## src/rtl/twowire_connect_pkg.sv

```systemverilog
// Constants shared by the host connect generator and the DTM connect monitor.
// Both ends must agree on the LFSR polynomial, the seed, the field lengths and the FSM encodings.
package twowire_connect_pkg;

    localparam logic [5:0] LFSR_TAPS         = 6'h30;
    localparam logic [5:0] LFSR_INIT         = 6'h29;
    localparam int         CONNECT_LFSR_BITS = 64;
    localparam int         CONNECT_ADDR_BITS = 4;

    localparam logic [2:0] ST_IDLE  = 3'd0;
    localparam logic [2:0] ST_PRE   = 3'd1;
    localparam logic [2:0] ST_SEQ   = 3'd2;
    localparam logic [2:0] ST_ADDR  = 3'd3;
    localparam logic [2:0] ST_ADDRN = 3'd4;

    // Shift left by one and feed the parity of the tapped bits back into bit 0.
    function automatic logic [5:0] lfsr_next(input logic [5:0] cur);
        return {cur[4:0], ^(cur & LFSR_TAPS)};
    endfunction

endpackage

```

## src/rtl/twowire_host_connect_gen_if.sv

```systemverilog
// Link-controller side handshake and DIO pad signals of the connect generator.
// The master modport is the controller and pad; the slave modport is the generator.
interface twowire_host_connect_gen_if;
    logic       start;
    logic       abort;
    logic [3:0] addr;
    logic       adv;
    logic       dio_o;
    logic       dio_oe;
    logic       busy;
    logic       done;

    modport master (
        output start, abort, addr, adv,
        input  dio_o, dio_oe, busy, done
    );

    modport slave (
        input  start, abort, addr, adv,
        output dio_o, dio_oe, busy, done
    );
endinterface

```

## src/rtl/twowire_connect_lfsr.sv

```systemverilog
// 6-bit connect LFSR with synchronous seed load and step enable.
// The serial output is the MSB, so the seed's top bit is emitted first.
module twowire_connect_lfsr
    import twowire_connect_pkg::*;
(
    input  logic dck,
    input  logic drst,
    input  logic load,
    input  logic step,
    output logic out
);

    logic [5:0] lfsr;

    always_ff @(posedge dck or posedge drst) begin
        if (drst) begin
            lfsr <= LFSR_INIT;
        end else if (load) begin
            lfsr <= LFSR_INIT;
        end else if (step) begin
            lfsr <= lfsr_next(lfsr);
        end
    end

    assign out = lfsr[5];

endmodule

```

## src/rtl/twowire_host_connect_gen.sv

```systemverilog
// Host-side Two-Wire connect sequence generator.
// It sends a zero preamble, 64 LFSR bits, the address nibble and then its complement.
module twowire_host_connect_gen
    import twowire_connect_pkg::*;
#(
    parameter int PREAMBLE_LEN = 8
) (
    input  logic                       dck,
    input  logic                       drst,
    twowire_host_connect_gen_if.slave  bus
);

    localparam int PCW = $clog2(PREAMBLE_LEN + 1);

    logic [2:0]     state;
    logic [3:0]     addr_q;
    logic [PCW-1:0] pre_cnt;
    logic [5:0]     bit_cnt;
    logic           done_q;
    logic           lfsr_out;
    logic           dio_bit;
    logic [1:0]     nib_idx;

    twowire_connect_lfsr u_lfsr (
        .dck  (dck),
        .drst (drst),
        .load (state == ST_IDLE && bus.start),
        .step (state == ST_SEQ && bus.adv && !bus.abort),
        .out  (lfsr_out)
    );

    always_ff @(posedge dck or posedge drst) begin
        if (drst) begin
            state   <= ST_IDLE;
            addr_q  <= 4'h0;
            pre_cnt <= '0;
            bit_cnt <= 6'd0;
            done_q  <= 1'b0;
        end else begin
            done_q <= 1'b0;
            if (state != ST_IDLE && bus.abort) begin
                state <= ST_IDLE;
            end else begin
                case (state)
                    ST_IDLE: begin
                        if (bus.start) begin
                            addr_q  <= bus.addr;
                            pre_cnt <= '0;
                            bit_cnt <= 6'd0;
                            state   <= ST_PRE;
                        end
                    end
                    ST_PRE: begin
                        if (bus.adv) begin
                            if (pre_cnt == PCW'(PREAMBLE_LEN - 1)) begin
                                pre_cnt <= '0;
                                state   <= ST_SEQ;
                            end else begin
                                pre_cnt <= pre_cnt + 1'b1;
                            end
                        end
                    end
                    ST_SEQ: begin
                        if (bus.adv) begin
                            if (bit_cnt == 6'(CONNECT_LFSR_BITS - 1)) begin
                                bit_cnt <= 6'd0;
                                state   <= ST_ADDR;
                            end else begin
                                bit_cnt <= bit_cnt + 6'd1;
                            end
                        end
                    end
                    ST_ADDR: begin
                        if (bus.adv) begin
                            if (bit_cnt[1:0] == 2'(CONNECT_ADDR_BITS - 1)) begin
                                bit_cnt <= 6'd0;
                                state   <= ST_ADDRN;
                            end else begin
                                bit_cnt <= bit_cnt + 6'd1;
                            end
                        end
                    end
                    ST_ADDRN: begin
                        if (bus.adv) begin
                            if (bit_cnt[1:0] == 2'(CONNECT_ADDR_BITS - 1)) begin
                                bit_cnt <= 6'd0;
                                done_q  <= 1'b1;
                                state   <= ST_IDLE;
                            end else begin
                                bit_cnt <= bit_cnt + 6'd1;
                            end
                        end
                    end
                    default: state <= ST_IDLE;
                endcase
            end
        end
    end

    // Address nibble goes out MSB first: bit i of the field is addr_q[3-i].
    assign nib_idx = ~bit_cnt[1:0];

    always_comb begin
        dio_bit = 1'b0;
        case (state)
            ST_SEQ:   dio_bit = lfsr_out;
            ST_ADDR:  dio_bit = addr_q[nib_idx];
            ST_ADDRN: dio_bit = ~addr_q[nib_idx];
            default:  dio_bit = 1'b0;
        endcase
    end

    assign bus.dio_o  = dio_bit;
    assign bus.busy   = (state != ST_IDLE);
    assign bus.dio_oe = (state != ST_IDLE);
    assign bus.done   = done_q;

endmodule

```

## src/flat_wrapper.sv

```systemverilog
// flat-port wrapper written by rule: the top's interface ports become plain ports
module twowire_host_connect_gen_flat import twowire_connect_pkg::*;
#(
    parameter int PREAMBLE_LEN = 8
)
  (dck, drst, bus_start, bus_abort, bus_addr, bus_adv, bus_dio_o, bus_dio_oe, bus_busy, bus_done);
  twowire_host_connect_gen_if bus_i ();
  input  logic dck;
  input  logic drst;
  input wire logic [$bits(bus_i.start)-1:0] bus_start;
  input wire logic [$bits(bus_i.abort)-1:0] bus_abort;
  input wire logic [$bits(bus_i.addr)-1:0] bus_addr;
  input wire logic [$bits(bus_i.adv)-1:0] bus_adv;
  output wire logic [$bits(bus_i.dio_o)-1:0] bus_dio_o;
  output wire logic [$bits(bus_i.dio_oe)-1:0] bus_dio_oe;
  output wire logic [$bits(bus_i.busy)-1:0] bus_busy;
  output wire logic [$bits(bus_i.done)-1:0] bus_done;
  assign bus_i.start = bus_start;
  assign bus_i.abort = bus_abort;
  assign bus_i.addr = bus_addr;
  assign bus_i.adv = bus_adv;
  assign bus_dio_o = bus_i.dio_o;
  assign bus_dio_oe = bus_i.dio_oe;
  assign bus_busy = bus_i.busy;
  assign bus_done = bus_i.done;
  twowire_host_connect_gen #(.PREAMBLE_LEN(PREAMBLE_LEN)) u_core (.dck(dck), .drst(drst), .bus(bus_i));
endmodule
```

## config.mk

```make
export PLATFORM = sky130hd
export DESIGN_NAME = twowire_host_connect_gen_flat
export DESIGN_NICKNAME = d
export VERILOG_FILES = /design/src/rtl/twowire_connect_pkg.sv /design/src/rtl/twowire_host_connect_gen_if.sv /design/src/rtl/twowire_connect_lfsr.sv /design/src/rtl/twowire_host_connect_gen.sv /design/src/flat_wrapper.sv
export SDC_FILE = /design/constraint.sdc
export NUM_CORES = 1
export LEC_CHECK = 0
export CAP_MARGIN = 20
export CORE_ASPECT_RATIO = 1.5
export CORE_MARGIN = 5
export CORE_UTILIZATION = 45
export CTS_CLUSTER_SIZE = 28
export DETAILED_ROUTE_END_ITERATION = 8
export MAX_ROUTING_LAYER = met4
export PLACE_DENSITY = 0.8
export SYNTH_ARGS = -nofsm -noshare
export SYNTH_HDL_FRONTEND = slang
export SYNTH_HIERARCHICAL = 1
export SYNTH_SLANG_ARGS = --single-unit
```

## constraint.sdc

```tcl
create_clock -name dck -period 1.85 [get_ports dck]
set_clock_uncertainty 0.15 [all_clocks]
set_input_delay 0.4625 -clock dck [delete_from_list [all_inputs] [get_ports dck]]
set_output_delay 0.4625 -clock dck [all_outputs]
set_load 0.02 [all_outputs]
```

==> results by group, run 1 <==
Run status
  – Outcome: finished with violations
  – Failing checks: setup timing

Timing
  – RSZ-0062 raised after global routing: true
  – Fin crit period: 2.262 ns
  – Tcrit/Tclk final: 122.3%
  – Slew headroom: 76.76%
  – Worst setup margin: -0.4122 ns
  – Sum of negative setup slack: -0.4930 ns
  – F_max: 442.1 MHz
  – Hold Violations, Final: 0
  – Final Setup Violations: 3
  – Worst Tran Pin Value: 0.3475 ns
  – Hold_ws: 0.2982 ns
  – Final Max Slew Viols: 0

Global routing
  – First-pass GRT wire length: ~6000 µm
  – Initial antenna violation count: 0
  – Largest net degree at the start of global routing: 19
  – Number of global-route vias before repair: 1368
  – Global Route met2 Usage: 32.70%
  – Met1 Usage GRT: between 10% and 20%
  – Top Usage Layer GRT: met2
  – GRT Residual Overflow: 0
  – Tot GR Track Use: 17.55%
  – Met3 Use GR: around 1.8%

Final layout
  – Fillers: 255
  – Reg area: 604.3 µm²
  – Final antenna diode count: 0
  – Util after Layout: 66.33%
  – Layout area overhead: 40.16%
  – Finished Layout Cells: 228
  – Multi-input gate area: 832.0 µm²
  – Design area: 0.001952 mm²
  – Layout Nets: between 200 and 250
  – Share of cells above drive strength 1: between 30% and 40%

Routing
  – Via density: roughly 5.7
  – Pre-antenna DRT Iters: 4
  – DR iter-0 viols: 20
  – Remaining DRCs: 0
  – Routed wire length: roughly 3700 µm
  – Antenna viol nets, final: 0
  – WL per Instance: 16.06 µm
  – Vias: 1299

Placement
  – Post-place setup slack: -0.5748 ns
  – I/O Buffers: 12
  – Post-place instance area: 0.001734 mm²
  – Post-DP HPWL: 2539 µm
  – Placed cell count: 216
  – Final GP Congestion: between 0.8 and 0.9

Clocking
  – Clk buf depth: 2
  – Clock-pin slew on the worst setup and hold paths: 0.08 ns
  – Root Driver: clkbuf_8
  – CTS Buf Count: 3
  – H-tree levels: 1
  – Clock sink count: 24
  – Latest clock arrival within the worst-skew pair: 0.26 ns
  – CTS hold repair buffers: 0
  – CTS tree: yes

Setup path
  – CP max FO: 2
  – Critical Setup Path Class: reg2out
  – CP max-delay cell: mux4_2
  – Max incr delay on CP: 0.54 ns
  – Crit path DAT: 1.65 ns
  – Crit path cell chain: mux4_2 > buf_4 > o22ai_4 > buf_6
  – Worst Path Required: ~1.2 ns
  – Crit. End Element: primary output
  – Startpoint Class: flip-flop

Logic synthesis
  – Syn Area/Cell: 9.604 µm²
  – Yosys warning count: 6
  – #FFs+latches synth: 24
  – Primary FF master, synth: dfrtp_1
  – Area leader, netlist: dfrtp_1
  – Seq/Total Area, Yosys: 43.40%
  – Mapped Cells: 145
  – Commonest cells in the netlist: nand2_1, dfrtp_1, nor2_1, nand3_1
  – Syn_nets: 157
  – Share of flip-flops with an asynchronous set or reset: 100.0%
  – Post-synth EDFFs: 0
  – Area contributors post-synth: dfrtp_1, nand2_1, dfstp_2
  – Share of the synthesized area in the top cell type: 37.74%
  – Most common cell in the netlist: nand2_1
  – Cell variety after synth: 51
  – Synth Cell Area: roughly 0.0014 mm²

Die
  – Core Region: 0.002943 mm²
  – Die Ht: slightly below 80 µm
  – Site Rows: 24
  – Die Span X: 55.42 µm
  – Starting Density: a little under half
  – Boundary pin count: 13
  – Die ar.: 0.004330 mm²

Power and ir drop
  – Total power: 1.261 mW
  – Switch share: 29.62%
  – Switch Pwr: approximately 0.37 mW
  – Peak supply drop: 0.6475 mV
  – Internal Power: approximately 0.9 mW
  – PwrDens: 646.0 mW/mm²
  – Clock power share: 24.5%
  – Leakage power: between 0.8 and 0.9 nW
  – Reg power frac: around 50%
  – Comb pwr share: 25.5%

Run
  – Max cap viols: 0

Hold path
  – Worst hold path type: in2async
[path summary, 6_finish.rpt]
kind / cells after the start / endpoint / start / slack, ns
max in group asynchronous: 3 / u_core/addr_q[3]$_DFFE_PP0P_ / drst / 0.94
setup reg to reg: 6 / u_core/bit_cnt[3]$_DFFE_PP0P_ / u_core/bit_cnt[1]$_DFFE_PP0P_ / -0.07
hold reg to reg: 2 / u_core/addr_q[3]$_DFFE_PP0P_ / u_core/addr_q[3]$_DFFE_PP0P_ / 0.35
setup / recovery: 4 / bus_dio_o / u_core/bit_cnt[1]$_DFFE_PP0P_ / -0.41
min in group dck: 2 / u_core/addr_q[3]$_DFFE_PP0P_ / u_core/addr_q[3]$_DFFE_PP0P_ / 0.35
hold / removal: 2 / u_core/u_lfsr/lfsr[4]$_DFFE_PP0P_ / drst / 0.30
[power groups by stage]
stage	sequential (mW)	clock [mW]	combinational, mW
2_1_floorplan	0.623	0	0.168
3_3_place_gp	0.629	0	0.252
3_5_place_dp	0.636	0	0.268
4_1_cts	0.626	0.320	0.282
5_1_grt	0.634	0.344	0.353
6_report	0.629	0.309	0.322
[layout by cell type (no fill, tap or decap), drive strengths merged, types with 2 or more instances in the layout]
| cell | count |
|---|---|
| a211oi | 2 |
| a21oi | 3 |
| a22oi | 2 |
| a31oi | 2 |
| and4bb | 2 |
| buf | 37 |
| clkbuf | 4 |
| clkdlybuf4s50 | 6 |
| dfrtp | 21 |
| dfstp | 3 |
| dlygate4sd2 | 2 |
| ha | 3 |
| inv | 6 |
| mux2i | 6 |
| nand2 | 28 |
| nand3 | 7 |
| nand4 | 2 |
| nor2 | 10 |
| nor2b | 2 |
| nor3 | 4 |
| nor3b | 3 |
| nor4b | 2 |
| o21ai | 5 |
| o31ai | 3 |
| or4 | 2 |
[state kept, by name, summed over array words and instances, names as in the netlist]
name / count
u_core/state: 3
u_core/bus.done: 1
u_core/addr_q: 4
u_core/u_lfsr/lfsr: 6
u_core/bit_cnt: 6
u_core/pre_cnt: 4
[kinds of logic after synthesis]
kind of cell             after synthesis  share of synthesized area, %
multiplexers                           8                         6.739
buffers and inverters                 12                         4.671
flip-flops                            24                         43.40
XOR/XNOR                               1                        0.6290
AO/OA/AOI/OAI                         26                         13.21
AND/OR/NAND/NOR                       71                         28.66
adder cells (fa/ha/maj)                3                         2.696
[worst max-delay path, delay by kind of cell (launching register included)]
kind	cells	cell delay, ns
buffers and inverters	2	0.30
multiplexers	1	0.54
AO/OA/AOI/OAI	1	0.16
flip-flops	1	0.39
[routing by layer]
metal / up-vias / wire (µm)
li1: 616 / -
met4: 0 / 37
met5: - / 0
met2: 33 / 2033
met3: 4 / 91
met1: 646 / 1501
[layout make-up]
class	instances	area share, %
clock buffers	4	2.308
inverters	6	1.154
multi-input cells	109	42.63
flip-flops and latches	24	30.96
well taps	39	2.500
repair buffers	46	20.45
[what timing repair did]
action | in CTS | in global routing
gates cloned | 0 | 0
pin swaps | 6 | 7
setup endpoints to repair | 15 | 15
resized for setup | 27 | 18
setup buffers | 4 | 5
(Power assumes the default switching activity.)
==> run 2, diff against run 1 <==
--- a/config.mk
+++ b/config.mk
@@ -12,7 +12,7 @@
 export CTS_CLUSTER_SIZE = 28
 export DETAILED_ROUTE_END_ITERATION = 8
 export MAX_ROUTING_LAYER = met4
-export PLACE_DENSITY = 0.8
+export PLACE_DENSITY = 0.68
 export SYNTH_ARGS = -nofsm -noshare
 export SYNTH_HDL_FRONTEND = slang
 export SYNTH_HIERARCHICAL = 1
==> results by group, run 2 (same netlist as run 1, synthesis figures left out) <==
Die
  – Site Rows: 24
  – Boundary pin count: 13
  – Die ar.: 0.004330 mm²
  – Die Ht: 78.13 µm
  – Core Region: 0.002943 mm²
  – Die Span X: about 55 µm
  – Starting Density: 47.32%

Setup path
  – Worst Path Required: 1.24 ns
  – Critical Setup Path Class: reg2out
  – Reg2Reg Capture Point: u_core/bit_cnt[3]$_DFFE_PP0P_
  – R2R Path Start: u_core/bit_cnt[1]$_DFFE_PP0P_
  – R2R depth: 7
  – Crit path cell chain: mux4_2 > mux2i_4 > o22ai_4 > buf_6
  – Max incr delay on CP: 0.58 ns
  – CP max-delay cell: mux4_2
  – CP max FO: 2
  – Crit path DAT: 1.65 ns
  – Startpoint Class: flip-flop
  – Crit. End Element: primary output
  – Flop2flop setup slack: -0.08 ns

Run
  – Max cap viols: 0

Timing
  – Hold Violations, Final: 0
  – Slew headroom: roughly 78%
  – Fin crit period: roughly 2.3 ns
  – F_max: 441.9 MHz
  – Worst Tran Pin Value: between 0.3 and 0.4 ns
  – Final Max Slew Viols: 0
  – Final Setup Violations: 4
  – Worst setup margin: -0.4131 ns
  – Tcrit/Tclk final: 122.3%
  – RSZ-0062 raised after global routing: true

Placement
  – Post-place setup slack: -0.5439 ns
  – I/O Buffers: 12
  – Final GP Congestion: approximately 0.85
  – Post-DP HPWL: 2445 µm
  – Placed cell count: 216

Clocking
  – CTS hold repair buffers: 0
  – CTS tree: yes
  – Clk buf depth: 2
  – H-tree levels: 1
  – Root Driver: clkbuf_8
  – Latest clock arrival within the worst-skew pair: 0.27 ns
  – Clock sink count: 24
  – Clock-pin slew on the worst setup and hold paths: 0.09 ns
  – CTS Buf Count: 3

Final layout
  – Util after Layout: 70.54%
  – Layout area overhead: 49.06%
  – Biggest regs: u_core/bit_cnt x6, u_core/u_lfsr/lfsr x6
  – Finished Layout Cells: 227
  – Most common cell after layout, fill and taps aside: nand2_1
  – Final antenna diode count: 0
  – Most frequent cells in the layout: nand2_1, buf_4, dfrtp_1, buf_6, nor2_1
  – Layout Nets: roughly 200
  – Share of cells above drive strength 1: 40.43%

Global routing
  – Number of global-route vias before repair: 1386
  – Largest net degree at the start of global routing: 19
  – Initial antenna violation count: 0
  – GRT Residual Overflow: 0
  – First-pass GRT wire length: 6072 µm
  – Tot GR Track Use: ~18%

Power and ir drop
  – Internal Power: 1.053 mW
  – Comb pwr share: 25.2%
  – Clock power share: 31.8%
  – PwrDens: 707.7 mW/mm²
  – Switch share: 28.31%
  – Leakage power: 0.9092 nW
  – Peak supply drop: 0.4880 mV
  – Reg power frac: ~43%
  – Switch Pwr: around 0.42 mW

Hold path
  – Worst hold path type: in2async

Routing
  – DR iter-0 viols: 43
  – Routed wire length: 3626 µm
  – Antenna viol nets, final: 0
  – WL per Instance: between 15 and 20 µm
  – Remaining DRCs: 0
  – Pre-antenna DRT Iters: 4
  – Vias: 1260
  – Via density: ~5.6

Run status
  – Outcome: finished with violations
  – Failing checks: setup timing
-- run 2: changes by cell type in the layout (fill, tap and decap cells not counted), sizes merged --
cell and change:
dlymetal6s2s +1, dlygate4sd2 -1, clkbuf -1, bufinv +1, buf -1
-- run 2: what timing repair did --
action	4_1_cts	5_1_grt
pin swaps	14	10
resized for setup	38	29
buffers inserted	7	2
endpoints found under the hold margin	0	0
endpoints found under the setup margin	15	21
-- run 2: layer usage --
metal,vias to the layer above,share of wire (%),wire [µm],global-route usage [%]
met1,625,38,1396,18.10
met5,-,0,0,-
li1,610,-,-,-
met2,19,58,2086,33.41
met4,0,1.9,68,7.543
met3,6,2.1,75,1.806
-- run 2: how the worst max path moves through the flow --
stage	slack (ns)	start	cells past startpoint	endpoint
global route	-0.45	u_core/bit_cnt[1]$_DFFE_PP0P_	4	bus_dio_o
global placement	-0.52	u_core/bit_cnt[1]$_DFFE_PP0P_	4	bus_dio_o
CTS	-0.42	u_core/bit_cnt[1]$_DFFE_PP0P_	4	bus_dio_o
finish	-0.41	u_core/bit_cnt[1]$_DFFE_PP0P_	4	bus_dio_o
detailed placement	-0.54	u_core/bit_cnt[1]$_DFFE_PP0P_	4	bus_dio_o
floorplan	-0.06	u_core/bit_cnt[1]$_DFFE_PP0P_	3	bus_dio_o
-- run 2: critical path: cells and delay by family, from the launching register on --
family | cells | cell delay (ns)
mux | 2 | 0.77
buf+inv | 1 | 0.13
flops | 1 | 0.38
compound gates | 1 | 0.08
-- run 2: area by class of cell --
class                   instances  area [µm²]
clock buffers                   3       41.29
clock inverters                 1       30.03
fillers                       230       867.1
inverters                       6       25.02
multi-input cells             109       915.9
flip-flops and latches         24       604.3
well taps                      39       48.80
repair buffers                 45       410.4
-- run 2: metrics by stage --
stage | cell area (µm²) | total power [mW] | setup TNS, ns | hold WS (ns)
floorplan | 1413 | 0.7913 | -0.06178 | 0.1013
global placement | 1747 | 0.8850 | -4.377 | 0.3069
detailed placement | 1747 | 0.9075 | -5.226 | 0.3243
CTS | 1964 | 1.419 | -0.6768 | 0.2789
global route | 2076 | 1.544 | -0.9758 | 0.2903
finish | 2076 | 1.469 | -0.6138 | 0.2743
-- run 2: power by group through the flow --
stage          clock [mW]  combinational [mW]  sequential (mW)
6_report            0.468               0.371            0.631
5_1_grt             0.494               0.407            0.643
4_1_cts             0.478               0.313            0.628
3_5_place_dp            0               0.270            0.638
3_3_place_gp            0               0.255            0.630
2_1_floorplan           0               0.168            0.623
==> run 3, diff against run 2 <==
--- a/config.mk
+++ b/config.mk
@@ -7,9 +7,8 @@
 export LEC_CHECK = 0
 export CAP_MARGIN = 20
 export CORE_ASPECT_RATIO = 1.5
-export CORE_MARGIN = 5
 export CORE_UTILIZATION = 45
-export CTS_CLUSTER_SIZE = 28
+export CTS_CLUSTER_SIZE = 16
 export DETAILED_ROUTE_END_ITERATION = 8
 export MAX_ROUTING_LAYER = met4
 export PLACE_DENSITY = 0.68
==> results by group, run 3 (same netlist as run 1, synthesis figures left out) <==
Run status
  – Outcome: finished with violations
  – Failing checks: setup timing

Hold path
  – Worst hold path type: in2async

Routing
  – Via density: 5.664
  – Antenna viol nets, final: 0
  – Routed wire length: 3647 µm
  – DR iter-0 viols: 61
  – Vias: 1297
  – Pre-antenna DRT Iters: 4
  – WL per Instance: 15.93 µm
  – Remaining DRCs: 0

Timing
  – Tcrit/Tclk final: 122.3%
  – Final Setup Violations: 9
  – Worst Tran Pin Value: around 0.3 ns
  – Fin crit period: approximately 2.3 ns
  – Slew headroom: 79.66%
  – F_max: 442.1 MHz
  – Hold_ws: roughly 0.28 ns
  – RSZ-0062 raised after global routing: true
  – Hold Violations, Final: 0
  – Worst setup margin: -0.4119 ns
  – Final Max Slew Viols: 0

Setup path
  – Critical Setup Path Class: reg2out
  – Startpoint Class: flip-flop
  – Worst Path Required: 1.24 ns
  – Crit path DAT: 1.65 ns
  – Crit. End Element: primary output
  – CP max FO: 2

Final layout
  – Most common cell after layout, fill and taps aside: buf_4
  – Final antenna diode count: 0
  – Fillers: 225
  – Finished Layout Cells: about 230
  – Biggest regs: u_core/bit_cnt x6, u_core/u_lfsr/lfsr x6
  – Reg area: 604.3 µm²
  – Layout area overhead: 43.22%
  – Share of cells above drive strength 1: 34.74%
  – Multi-input gate area: around 840 µm²
  – Layout Nets: about 200
  – Most frequent cells in the layout: buf_4, nand2_1, dfrtp_1, nor2_1

Die
  – Die Ht: about 70 µm
  – Core Region: 0.002913 mm²
  – Boundary pin count: 13
  – Die Span X: around 47 µm
  – Starting Density: 47.81%
  – Site Rows: 24
  – Die ar.: 0.003326 mm²

Global routing
  – Number of global-route vias before repair: 1276
  – GRT Residual Overflow: 0
  – First-pass GRT wire length: a little under 6000 µm
  – Initial antenna violation count: 0
  – Largest net degree at the start of global routing: 19
  – Tot GR Track Use: between 20% and 30%

Clocking
  – Clock sink count: 24
  – Clock-pin slew on the worst setup and hold paths: 0.08 ns
  – Root Driver: clkbuf_8
  – Clk buf depth: 2
  – H-tree levels: 1
  – CTS Buf Count: 3
  – CTS hold repair buffers: 0
  – CTS tree: yes
  – Latest clock arrival within the worst-skew pair: 0.27 ns

Placement
  – Final GP Congestion: 0.8472
  – Placed cell count: 218
  – Post-DP HPWL: 2466 µm
  – I/O Buffers: 12

Power and ir drop
  – PwrDens: 657.3 mW/mm²
  – Leakage power: 0.8915 nW
  – Peak supply drop: 0.5588 mV

Run
  – Max cap viols: 0
run 3: metal layers:
metal  vias up  wire length (µm)  GRT usage [%]
met5         -                 0              -
met4         0                21          5.714
met3         3               115          3.876
met2        28              2048          42.62
met1       648              1462          29.81
li1        618                 -              -
run 3: critical path, stage by stage, from the launching register on:
cell and delay [ns]:
dfrtp_1 0.38, mux4_2 0.58, mux2i_4 0.19, o22ai_4 0.09, buf_6 0.14
run 3: metrics by stage:
step                      setup TNS, ns  worst slack, ns  util [%]  total power, mW  cell area [µm²]
after floorplan                -0.06178         -0.05993         -           0.7913             1413
after global routing             -1.756          -0.4478     68.47            1.373             1994
final                           -0.9631          -0.4119     68.47            1.311             1994
after global placement           -4.812          -0.5175     60.48           0.8951             1762
after detailed placement         -5.735          -0.5655     60.48           0.9114             1762
after CTS                       -0.7447          -0.4068     66.32            1.292             1932
run 3: layout make-up:
cell class                 instances  area share (%)
multi-input combinational        109           42.22
sequential                        24           30.30
timing repair buffer              47           21.14
clock buffer                       4           2.760
tap                               39           2.447
inverter                           6           1.129
run 3: repair_timing:
item,4_1_cts,5_1_grt
gates resized for setup,36,10
pin swaps,8,1
setup buffers,5,2
setup endpoints to repair,18,21
run 3: path summary, 6_finish.rpt:
check                                         startpoint                                end  slack (ns)  cells past startpoint
hold / removal                                      drst  u_core/u_lfsr/lfsr[1]$_DFFE_PP0P_        0.28                      2
setup reg to reg             u_core/state[0]$_DFFE_PP0P_      u_core/bit_cnt[3]$_DFFE_PP0P_       -0.15                      6
hold reg to reg             u_core/addr_q[1]$_DFFE_PP0P_       u_core/addr_q[1]$_DFFE_PP0P_        0.33                      2
min in group dck            u_core/addr_q[1]$_DFFE_PP0P_       u_core/addr_q[1]$_DFFE_PP0P_        0.33                      2
max in group asynchronous                           drst       u_core/addr_q[0]$_DFFE_PP0P_        0.98                      3
setup / recovery           u_core/bit_cnt[1]$_DFFE_PP0P_                          bus_dio_o       -0.41                      4
run 3: power by group:
group	leakage [nW]	switching (mW)	internal, mW
combinational	0.551	0.169	0.159
clock	0.0288	0.172	0.190
sequential	0.312	0.0416	0.579
total	0.892	0.383	0.928
